--- src/rtl/exp_pkg.sv ---
// Shared types and default parameters for the exponential-engine arbiter.
package exp_pkg;

  localparam int N_REQ_DEF   = 4;
  localparam int DATA_W_DEF  = 16;
  localparam int TIMEOUT_DEF = 1024;

  typedef enum logic [2:0] {
    IDLE    = 3'd0,
    START   = 3'd1,
    RUN     = 3'd2,
    CAPTURE = 3'd3,
    RESP    = 3'd4,
    ABORT   = 3'd5
  } arb_state_t;

endpackage

--- src/rtl/exp_engine_arbiter_rr_pick.sv ---
// Combinational round-robin priority encoder: first set request at or above
// rr_ptr, searching upward with wrap.
module rr_pick
  import exp_pkg::*;
#(
  parameter int N_REQ = N_REQ_DEF
) (
  input  logic [N_REQ-1:0]         req,
  input  logic [$clog2(N_REQ)-1:0] rr_ptr,
  output logic [$clog2(N_REQ)-1:0] grant_idx,
  output logic                     any
);

  localparam int PTR_W = $clog2(N_REQ);

  int idx;

  always_comb begin
    grant_idx = '0;
    any       = 1'b0;
    idx       = 0;
    for (int i = 0; i < N_REQ; i++) begin
      idx = int'(rr_ptr) + i;
      if (idx >= N_REQ) idx = idx - N_REQ;
      if (!any && req[idx]) begin
        any       = 1'b1;
        grant_idx = PTR_W'(idx);
      end
    end
  end

endmodule

--- src/rtl/exp_engine_arbiter.sv ---
// Round-robin scheduler sharing one exponential-series engine among N_REQ
// requesters, with watchdog abort of a hung engine.
//
// state   | meaning
// IDLE    | waiting for any request; grant latched on exit
// START   | eng_s high for one cycle; engine starts on its fall
// RUN     | waiting for eng_done; watchdog counting
// CAPTURE | engine result register now valid; sample into res_q
// RESP    | one-cycle ack to the granted requester; pointer advances
// ABORT   | watchdog expired; one-cycle engine reset
module exp_engine_arbiter
  import exp_pkg::*;
#(
  parameter int N_REQ   = N_REQ_DEF,
  parameter int DATA_W  = DATA_W_DEF,
  parameter int TIMEOUT = TIMEOUT_DEF
) (
  input  logic                    clk,
  input  logic                    rst,
  input  logic [N_REQ-1:0]        req,
  input  logic [N_REQ*DATA_W-1:0] req_data,
  output logic [N_REQ-1:0]        ack,
  output logic [DATA_W-1:0]       resp_data,
  output logic                    resp_err,
  output logic                    busy,
  output logic                    eng_s,
  output logic [DATA_W-1:0]       eng_x,
  output logic                    eng_rst,
  input  logic                    eng_done,
  input  logic [DATA_W-1:0]       eng_result
);

  localparam int PTR_W = $clog2(N_REQ);
  localparam int WD_W  = $clog2(TIMEOUT);
  localparam logic [WD_W-1:0]  WD_LAST  = WD_W'(TIMEOUT - 1);
  localparam logic [PTR_W-1:0] PTR_LAST = PTR_W'(N_REQ - 1);

  arb_state_t        state_q, state_d;
  logic [PTR_W-1:0]  rr_ptr_q, rr_ptr_d;
  logic [PTR_W-1:0]  gnt_q, gnt_d;
  logic [DATA_W-1:0] op_q, op_d;
  logic [DATA_W-1:0] res_q, res_d;
  logic [WD_W-1:0]   wd_cnt_q, wd_cnt_d;
  logic              err_q, err_d;

  logic [PTR_W-1:0]  pick_idx;
  logic              pick_any;

  rr_pick #(
    .N_REQ(N_REQ)
  ) u_rr_pick (
    .req      (req),
    .rr_ptr   (rr_ptr_q),
    .grant_idx(pick_idx),
    .any      (pick_any)
  );

  always_ff @(posedge clk or posedge rst) begin
    if (rst) begin
      state_q  <= IDLE;
      rr_ptr_q <= '0;
      gnt_q    <= '0;
      op_q     <= '0;
      res_q    <= '0;
      wd_cnt_q <= '0;
      err_q    <= 1'b0;
    end else begin
      state_q  <= state_d;
      rr_ptr_q <= rr_ptr_d;
      gnt_q    <= gnt_d;
      op_q     <= op_d;
      res_q    <= res_d;
      wd_cnt_q <= wd_cnt_d;
      err_q    <= err_d;
    end
  end

  always_comb begin
    state_d  = state_q;
    rr_ptr_d = rr_ptr_q;
    gnt_d    = gnt_q;
    op_d     = op_q;
    res_d    = res_q;
    wd_cnt_d = wd_cnt_q;
    err_d    = err_q;

    ack       = '0;
    resp_data = '0;
    resp_err  = 1'b0;
    busy      = (state_q != IDLE);
    eng_s     = (state_q == START);
    eng_rst   = (state_q == ABORT);
    eng_x     = op_q;

    unique case (state_q)
      IDLE: begin
        if (pick_any) begin
          gnt_d    = pick_idx;
          op_d     = req_data[int'(pick_idx)*DATA_W +: DATA_W];
          wd_cnt_d = '0;
          state_d  = START;
        end
      end
      START: begin
        wd_cnt_d = '0;
        state_d  = RUN;
      end
      RUN: begin
        // Completion wins over a timeout landing in the same cycle.
        if (eng_done) begin
          state_d = CAPTURE;
        end else if (wd_cnt_q == WD_LAST) begin
          state_d = ABORT;
        end else begin
          wd_cnt_d = wd_cnt_q + WD_W'(1);
        end
      end
      CAPTURE: begin
        res_d   = eng_result;
        err_d   = 1'b0;
        state_d = RESP;
      end
      ABORT: begin
        res_d   = '0;
        err_d   = 1'b1;
        state_d = RESP;
      end
      RESP: begin
        ack[gnt_q] = 1'b1;
        resp_data  = res_q;
        resp_err   = err_q;
        rr_ptr_d   = (gnt_q == PTR_LAST) ? '0 : gnt_q + PTR_W'(1);
        state_d    = IDLE;
      end
      default: state_d = IDLE;
    endcase
  end

endmodule

--- config.mk ---
export PLATFORM = sky130hd
export DESIGN_NAME = exp_engine_arbiter
export DESIGN_NICKNAME = d
export VERILOG_FILES = /design/src/rtl/exp_pkg.sv /design/src/rtl/exp_engine_arbiter_rr_pick.sv /design/src/rtl/exp_engine_arbiter.sv
export SDC_FILE = /design/constraint.sdc
export NUM_CORES = 1
export LEC_CHECK = 0
export BUFFER_PORTS_ARGS = -buffer_cell sky130_fd_sc_hd__buf_2
export CORE_MARGIN = 2
export CORE_UTILIZATION = 52
export CTS_CLUSTER_DIAMETER = 200
export DETAILED_ROUTE_END_ITERATION = 6
export PLACE_DENSITY = 0.88
export SETUP_SLACK_MARGIN = 0.05
export SLEW_MARGIN = 10
export SYNTH_ARGS = -nofsm -noshare
export SYNTH_HDL_FRONTEND = slang
export SYNTH_SLANG_ARGS = --single-unit
--- constraint.sdc ---
create_clock -name clk -period 4.1 [get_ports clk]
set_input_delay 0.82 -clock clk [delete_from_list [all_inputs] [get_ports clk]]
set_output_delay 0.82 -clock clk [all_outputs]
set_load 0.01 [all_outputs]
==> reports/qor.log, run 1 <==
qor: status.outcome finished, final reports clean
qor: clock_tree.post-cts-setup-buffer-count 0
qor: pwr.power.static_leakage 1.94 nW
qor: clock_tree.numCtsBuffers 5
qor: timing.rsz0062_at_grt no
qor: final_layout.antenna-diode-count 0
qor: clock_tree.cts-root-buf sky130_fd_sc_hd__clkbuf_8
qor: setup_path.crit_start state_q[2]$_DFFE_PP0P_
qor: global_routing.grt_max_degree 51
qor: setup_path.crit_path_max_fanout 28
qor: detailed_routing.drt-total-wl 7550 um
qor: timing.setup_total_negative_slack 0 ns
qor: setup_path.timing.critical_path.slowest_stage_cell sky130_fd_sc_hd__dfrtp_1
qor: yosys.postSynthAreaPerCell 10.2 um^2
qor: timing.timing.final.crit_period 2.96 ns
qor: global_routing.initial_antenna_violation_count 0
qor: detailed_routing.wl_per_cell 15.7 um
qor: floorplanning.core_region_area 0.00557 mm^2
qor: global_routing.grt_use_total 22.7%
qor: floorplanning.initial_utilization 54.5%
qor: detailed_routing.drt.antenna.violating_nets 0
qor: clock_tree.clock_sink_count 50
qor: setup_path.reg2reg_to wd_cnt_q[9]$_DFFE_PP0P_
qor: timing.remaining_max_slew_budget_at_the_tightest_pin 24.8%
qor: clock_tree.clockBufferDepth 2
qor: yosys.syn-num-nets 390
qor: detailed_routing.number_of_iterations_in_the_first_detailed_routing_pass 4
qor: final_layout.ff_latch_area 0.00125 mm^2
qor: yosys.ys_async_sr_fraction 100%
qor: floorplanning.fp.dieArea 0.00647 mm^2
qor: detailed_routing.drt_drc_violations_left 0
qor: yosys.synth_cells 298
qor: timing.max_slew.worst_pin.slew 1.13 ns
qor: setup_path.cp-end-kind output pin
qor: setup_path.reg2reg_setup_slack 1.49 ns
qor: timing.endpoints_failing_setup 0
qor: floorplanning.die_height 80.5 um
qor: global_routing.via_count_of_the_first_global_routing_pass 2,530
qor: timing.period_share 72.2%
qor: pwr.peakVddDrop 0.469 mV
qor: yosys.ys_dominant_reg_cell sky130_fd_sc_hd__dfrtp_1
qor: timing.clock.fmax 0.338 GHz
qor: placed_design.post-dp-hpwl 5720 um
qor: clock_tree.ctsResizeCount 0
qor: floorplanning.chipWidth 80.5 um
qor: detailed_routing.via_per_instance_ratio 5.72
qor: clock_tree.clock_tree_from_tritoncts done
qor: placed_design.gpl.final_weighted_congestion 0.761
qor: global_routing.grt_first_pass_wirelength 11,500 um
qor: floorplanning.pin_count 127
qor: setup_path.critPathLaunchType flop
qor: setup_path.timing.critical_path.cells inv_1 -> nor3_2 -> buf_4 -> and2_1 -> buf_2
qor: pwr.post-layout-total-power 2.40 mW
qor: timing.final_report_hold_violation_count 0
qor: final_layout.stdcell_area 0.00373 mm^2
qor: min_path.min-delay-path-class reg2reg
qor: setup_path.timing.critical_path.required 3.28 ns
qor: job.max_cap_violations 0
qor: clock_tree.ctsHoldBuffers 0
qor: floorplanning.fp-row-count 27
qor: clock_tree.clk_latency 0.31 ns
qor: min_path.whs_endpoint eng_x[8]$_DFFE_PP0P_
qor: setup_path.r2r_start state_q[1]$_DFFE_PP0P_
qor: detailed_routing.detailedRoute.firstIterationViolations 124
qor: yosys.post_synth_instance_area 0.00304 mm^2
qor: timing.clock_skew 0.00957 ns
qor: final_layout.nFillCells 439
qor: yosys.synthDistinctLibCells 46
qor: min_path.hold-path-cell-count 2
qor: setup_path.worst_reg_to_reg_cells 4
qor: placed_design.place.port_buffers 126
qor: yosys.postSynthRegisterBits 50
qor: setup_path.crit_path_max_incr_delay 0.93 ns
qor: setup_path.critical_path_arrival 2.14 ns
qor: detailed_routing.vias 2,744
qor: final_layout.layout.nets 499
qor: clock_tree.h-tree-depth 2
qor: final_layout.area_delta_synth_final 22.6%
qor: yosys.number_of_enable_flip_flop_cells_after_synthesis 0
qor: global_routing.globalRouteOverflowTotal 0
qor: final_layout.finish.utilization 66.9%
qor: placed_design.place_area 0.00364 mm^2
qor: yosys.synth.yosys.seq_area_share 41.2%
qor: setup_path.criticalPathCategory reg2out
qor: min_path.worstHoldStart eng_x[8]$_DFFE_PP0P_
qor: placed_design.dp.cells 472
qor: timing.slew_violations 0
qor: final_layout.multi_input_comb_area 0.00162 mm^2
qor: yosys.yosysWarningCount 0
qor: clock_tree.clk_transition_reported_paths 0.09 ns
qor: pwr.powerDensity 644 mW/mm^2
qor: final_layout.post_layout_nonfiller_instances 480
qor: final_layout.post_route_cells_drive_above_1_share 39.2%
-- worst max-delay path, delay by kind of cell (launching register included) --
family | cells | cell delay (ns)
buffers and inverters | 3 | 0.54
AND/OR/NAND/NOR | 2 | 0.35
flip-flops | 1 | 0.93
-- cell families after synthesis --
family / Yosys count / share of synthesized area (%)
simple gates: 92 / 16.5
compound gates: 81 / 22.9
flops: 50 / 41.2
buf+inv: 35 / 5.80
mux: 34 / 11.3
fa+ha+maj: 5 / 2.06
xor+xnor: 1 / 0.288
-- cells in the mapped netlist (2+ instances only) --
master	number	area, um^2
sky130_fd_sc_hd__a21oi_1	9	45.0
sky130_fd_sc_hd__a22o_1	32	280
sky130_fd_sc_hd__a31o_2	4	35.0
sky130_fd_sc_hd__a31oi_1	2	12.5
sky130_fd_sc_hd__a41o_1	3	30.0
sky130_fd_sc_hd__and2_1	24	150
sky130_fd_sc_hd__and3_1	2	12.5
sky130_fd_sc_hd__buf_2	8	40.0
sky130_fd_sc_hd__buf_6	4	45.0
sky130_fd_sc_hd__clkbuf_1	10	37.5
sky130_fd_sc_hd__dfrtp_1	50	1250
sky130_fd_sc_hd__ha_1	5	62.6
sky130_fd_sc_hd__inv_1	10	37.5
sky130_fd_sc_hd__mux2_2	2	22.5
sky130_fd_sc_hd__mux2i_1	32	320
sky130_fd_sc_hd__nand2_1	27	101
sky130_fd_sc_hd__nand2b_1	3	18.8
sky130_fd_sc_hd__nand3_1	2	10.0
sky130_fd_sc_hd__nand4_1	2	12.5
sky130_fd_sc_hd__nor2_1	16	60.1
sky130_fd_sc_hd__nor2b_1	3	18.8
sky130_fd_sc_hd__nor3_2	2	20.0
sky130_fd_sc_hd__nor4_1	2	12.5
sky130_fd_sc_hd__o21ai_0	6	30.0
sky130_fd_sc_hd__o21ai_1	2	10.0
sky130_fd_sc_hd__o221ai_1	8	70.1
sky130_fd_sc_hd__o221ai_2	9	135
-- registers in the layout, summed over array words and instances, names as in the netlist --
register and cells:
eng_x 16, res_q 16, wd_cnt_q 10, state_q 3, gnt_q 2, rr_ptr_q 2
err_q 1
-- report_power, final --
part / internal (mW) / total (mW) / switching [mW]
combinational: 0.550 / 1.20 / 0.646
clock: 0.122 / 0.295 / 0.173
sequential: 0.691 / 0.912 / 0.221
-- layer usage --
metal  track usage (%)  part of all wire, %  vias up
met3              3.60                  6.5       20
met1              27.8                   40     1304
met2              39.6                   51      105
met5                 0                    0        -
li1                  -                    -     1315
met4              9.32                  2.7        0
-- worst max-delay path by stage --
stage | cells past startpoint | slack, ns | to
6_report | 5 | 1.14 | ack[3]
5_1_grt | 5 | 1.01 | ack[3]
4_1_cts | 5 | 1.14 | resp_data[7]
3_5_place_dp | 5 | 1.22 | eng_x[14]$_DFFE_PP0P_
3_3_place_gp | 5 | 1.33 | eng_x[15]$_DFFE_PP0P_
2_1_floorplan | 5 | 1.90 | wd_cnt_q[2]$_DFFE_PP0P_
-- area by class of cell --
type / count / area share [%]
clock buffers: 5 / 1.85
clock inverters: 3 / 0.638
inverters: 10 / 1.01
multi-input cells: 213 / 43.4
flip-flops and latches: 50 / 33.6
well taps: 72 / 2.42
repair buffers: 127 / 17.1
-- stage by stage --
| stage | hold WS, ns | worst slack, ns |
|---|---|---|
| 6_report | 0.501 | 1.14 |
| 3_5_place_dp | 0.475 | 1.22 |
| 3_3_place_gp | 0.467 | 1.33 |
| 2_1_floorplan | 0.480 | 1.90 |
| 5_1_grt | 0.528 | 1.01 |
| 4_1_cts | 0.499 | 1.14 |
-- placed cells by master (no fill, tap or decap), types with 2 or more instances in the layout --
cell	n
sky130_fd_sc_hd__a21oi_1	9
sky130_fd_sc_hd__a22o_1	32
sky130_fd_sc_hd__a31o_2	4
sky130_fd_sc_hd__a31oi_1	2
sky130_fd_sc_hd__a41o_1	3
sky130_fd_sc_hd__and2_1	24
sky130_fd_sc_hd__and3_1	2
sky130_fd_sc_hd__buf_2	126
sky130_fd_sc_hd__clkbuf_8	5
sky130_fd_sc_hd__clkinvlp_4	2
sky130_fd_sc_hd__dfrtp_1	50
sky130_fd_sc_hd__ha_1	5
sky130_fd_sc_hd__inv_1	9
sky130_fd_sc_hd__mux2_2	2
sky130_fd_sc_hd__mux2i_1	32
sky130_fd_sc_hd__nand2_1	27
sky130_fd_sc_hd__nand2b_1	3
sky130_fd_sc_hd__nand3_1	2
sky130_fd_sc_hd__nand4_1	2
sky130_fd_sc_hd__nor2_1	16
sky130_fd_sc_hd__nor2b_1	3
sky130_fd_sc_hd__nor3_2	3
sky130_fd_sc_hd__nor4_1	2
sky130_fd_sc_hd__o21ai_0	6
sky130_fd_sc_hd__o21ai_1	2
sky130_fd_sc_hd__o221ai_1	8
sky130_fd_sc_hd__o221ai_2	9
No activity file was read; power rests on OpenSTA's default activity.
==> inputs of run 2 (changes only) <==
Settings changed: CORE_UTILIZATION 52 to 48, PLACE_DENSITY 0.88 to 0.82.
Clock period 4.1 ns to 3.05 ns, I/O delays scaled along.
==> run 2 against run 1 <==
Net effect:
- count of clock-buffer cells in the layout rose by 1
- clock skew fell by 0.0047 ns
- first-iteration DRC count rose by 96%
- die area rose by 7.9%
- wire length rose by 2.6%
==> reports/qor.log, run 2 (same netlist as run 1, synthesis figures left out) <==
qor: setup_path.crit_path_max_incr_delay 0.61 ns [-0.32 ns]
qor: final_layout.post_layout_nonfiller_instances 491 [+2.3%]
qor: clock_tree.h-tree-depth 2 [unchanged]
qor: detailed_routing.via_per_instance_ratio 5.69 [-0.53%]
qor: floorplanning.chipWidth 83.6 um [+3.9%]
qor: clock_tree.clock_sink_count 50 [unchanged]
qor: detailed_routing.number_of_iterations_in_the_first_detailed_routing_pass 4 [unchanged]
qor: setup_path.crit_path_max_fanout 22 [-21%]
qor: final_layout.antenna-diode-count 0 [unchanged]
qor: timing.clock.fmax 0.410 GHz
qor: global_routing.via_count_of_the_first_global_routing_pass 2,621 [+3.6%]
qor: timing.post-route-worst-setup-slack 0.610 ns [-0.531 ns]
qor: final_layout.area_delta_synth_final 26.8%
qor: clock_tree.ctsHoldBuffers 0 [unchanged]
qor: global_routing.grt_first_pass_wirelength 12,800 um [+11%]
qor: global_routing.globalRouteOverflowTotal 0 [unchanged]
qor: final_layout.post_route_cells_drive_above_1_share 40.4% [+1.2 points]
qor: detailed_routing.drt_drc_violations_left 0 [unchanged]
qor: clock_tree.numCtsBuffers 5 [unchanged]
qor: setup_path.critical_path_arrival 1.83 ns [-0.31 ns]
qor: setup_path.cp-end-kind output pin
qor: setup_path.critPathLaunchType flop
qor: setup_path.timing.critical_path.required 2.44 ns [-0.84 ns]
qor: pwr.power.static_leakage 2.02 nW [+3.8%]
qor: placed_design.dp.cells 483 [+2.3%]
qor: timing.timing.final.crit_period 2.44 ns
qor: clock_tree.cts-root-buf sky130_fd_sc_hd__clkbuf_8
qor: timing.max_slew.worst_pin.slew 1.12 ns [-0.00409 ns]
qor: final_layout.finish.utilization 64.0% [-2.9 points]
qor: timing.period_share 80.0%
qor: timing.final_report_hold_violation_count 0 [unchanged]
qor: placed_design.post-dp-hpwl 5800 um [+1.4%]
qor: floorplanning.initial_utilization 50.5% [-4.1 points]
qor: floorplanning.fp-row-count 28 [+3.7%]
qor: clock_tree.clk_latency 0.30 ns [about the same]
qor: placed_design.place.port_buffers 126 [unchanged]
qor: pwr.powerDensity 903 mW/mm^2 [+40%]
qor: clock_tree.clockBufferDepth 2 [unchanged]
qor: setup_path.timing.critical_path.cells inv_1 -> nor3_2 -> buf_4 -> and2_1 -> buf_2
qor: final_layout.commonest_non_fill_non_tap_cell_in_the_layout sky130_fd_sc_hd__buf_2
qor: timing.clock_skew 0.00486 ns [-0.00471 ns]
qor: setup_path.criticalPathCategory reg2out
qor: detailed_routing.detailedRoute.firstIterationViolations 243 [+96%]
qor: placed_design.gpl.final_weighted_congestion 0.839 [+10%]
qor: setup_path.timing.critical_path.slowest_stage_cell sky130_fd_sc_hd__dfrtp_1
qor: floorplanning.fp.dieArea 0.00699 mm^2 [+7.9%]
qor: pwr.peakVddDrop 0.481 mV [+2.7%]
qor: floorplanning.core_region_area 0.00603 mm^2 [+8.1%]
qor: floorplanning.pin_count 127 [unchanged]
qor: setup_path.worst-path-buf-inv 3 [unchanged]
qor: timing.rsz0062_at_grt no
qor: global_routing.grt_use_total 22.0% [-0.63 points]
qor: final_layout.layout.nets 507 [+1.6%]
qor: timing.remaining_max_slew_budget_at_the_tightest_pin 24.7% [-0.075 points]
qor: final_layout.stdcell_area 0.00385 mm^2 [+3.4%]
qor: min_path.min-delay-path-class in2async
qor: timing.endpoints_failing_setup 0 [unchanged]
qor: placed_design.place_area 0.00371 mm^2 [+2.1%]
qor: final_layout.commonest_cells_after_routing_fill_and_taps_aside 126 x sky130_fd_sc_hd__buf_2, 50 x sky130_fd_sc_hd__dfrtp_1, 32 x sky130_fd_sc_hd__a22o_1, 32 x sky130_fd_sc_hd__mux2i_1, 27 x sky130_fd_sc_hd__nand2_1
qor: timing.finalHoldWorstSlack 0.285 ns [-0.216 ns]
qor: detailed_routing.drt-total-wl 7740 um [+2.6%]
qor: job.max_cap_violations 0 [unchanged]
qor: status.outcome finished, final reports clean
qor: setup_path.critical_path.top_delay_family flip-flops
qor: detailed_routing.drt.antenna.violating_nets 0 [unchanged]
qor: timing.slew_violations 0 [unchanged]
qor: detailed_routing.vias 2,792 [+1.7%]
qor: timing.setup_total_negative_slack 0 ns [unchanged]
qor: floorplanning.die_height 83.6 um [+3.9%]
qor: placed_design.preCtsSetupSlack 0.745 ns [-0.474 ns]
qor: global_routing.grt_max_degree 33 [-35%]
qor: clock_tree.ctsResizeCount 0 [unchanged]
qor: detailed_routing.wl_per_cell 15.8 um [+0.27%]
qor: pwr.post-layout-total-power 3.48 mW [+45%]
qor: global_routing.initial_antenna_violation_count 0 [unchanged]
qor: clock_tree.clock_tree_from_tritoncts done
qor: clock_tree.clk_transition_reported_paths 0.09 ns [about the same]
qor: clock_tree.post-cts-setup-buffer-count 0 [unchanged]
## run 2: cell types whose count changed in the layout (fill, tap and decap cells not counted)
cell                         before  now
sky130_fd_sc_hd__buf_4            1    8
sky130_fd_sc_hd__bufinv_16        0    2
sky130_fd_sc_hd__clkinvlp_4       2    0
sky130_fd_sc_hd__buf_12           0    1
sky130_fd_sc_hd__clkbuf_8         5    6
sky130_fd_sc_hd__inv_6            1    0
## run 2: path summary, 6_finish.rpt
check / startpoint / cells after the start / slack [ns] / end
min reg2reg: eng_x[9]$_DFFE_PP0P_ / 2 / 0.49 / eng_x[9]$_DFFE_PP0P_
max: state_q[2]$_DFFE_PP0P_ / 5 / 0.61 / resp_data[10]
min: rst / 2 / 0.28 / eng_x[4]$_DFFE_PP0P_
min in group clk: eng_x[9]$_DFFE_PP0P_ / 2 / 0.49 / eng_x[9]$_DFFE_PP0P_
max reg2reg: state_q[1]$_DFFE_PP0P_ / 5 / 0.96 / eng_x[14]$_DFFE_PP0P_
max in group asynchronous: rst / 3 / 2.00 / gnt_q[1]$_DFFE_PP0P_
## run 2: power breakdown
group          switching (mW)  internal (mW)  total (mW)
Combinational           0.926          0.803        1.73
Sequential              0.254          0.930        1.18
Clock                   0.219          0.350       0.568
Total                    1.40           2.08        3.48
## run 2: layout make-up
type                    count  area (um^2)
fillers                   498         2170
clock buffers               6         82.6
flip-flops and latches     50         1250
clock inverters             2         60.1
inverters                  10         37.5
multi-input cells         213         1620
repair buffers            135          711
well taps                  75         93.8
## run 2: layer usage
layer | global-route usage [%] | part of all wire, % | vias up
li1 | - | - | 1330
met1 | 28.6 | 42 | 1358
met2 | 37.0 | 50 | 89
met3 | 4.06 | 5.1 | 15
met4 | 7.48 | 2.4 | 0
met5 | 0 | 0 | -
## run 2: worst reg2reg max path: cells and delay by family, from the launching register on
family          cells  cell delay [ns]
simple gates        3             1.01
flops               1             0.61
buf+inv             1             0.21
compound gates      1             0.18
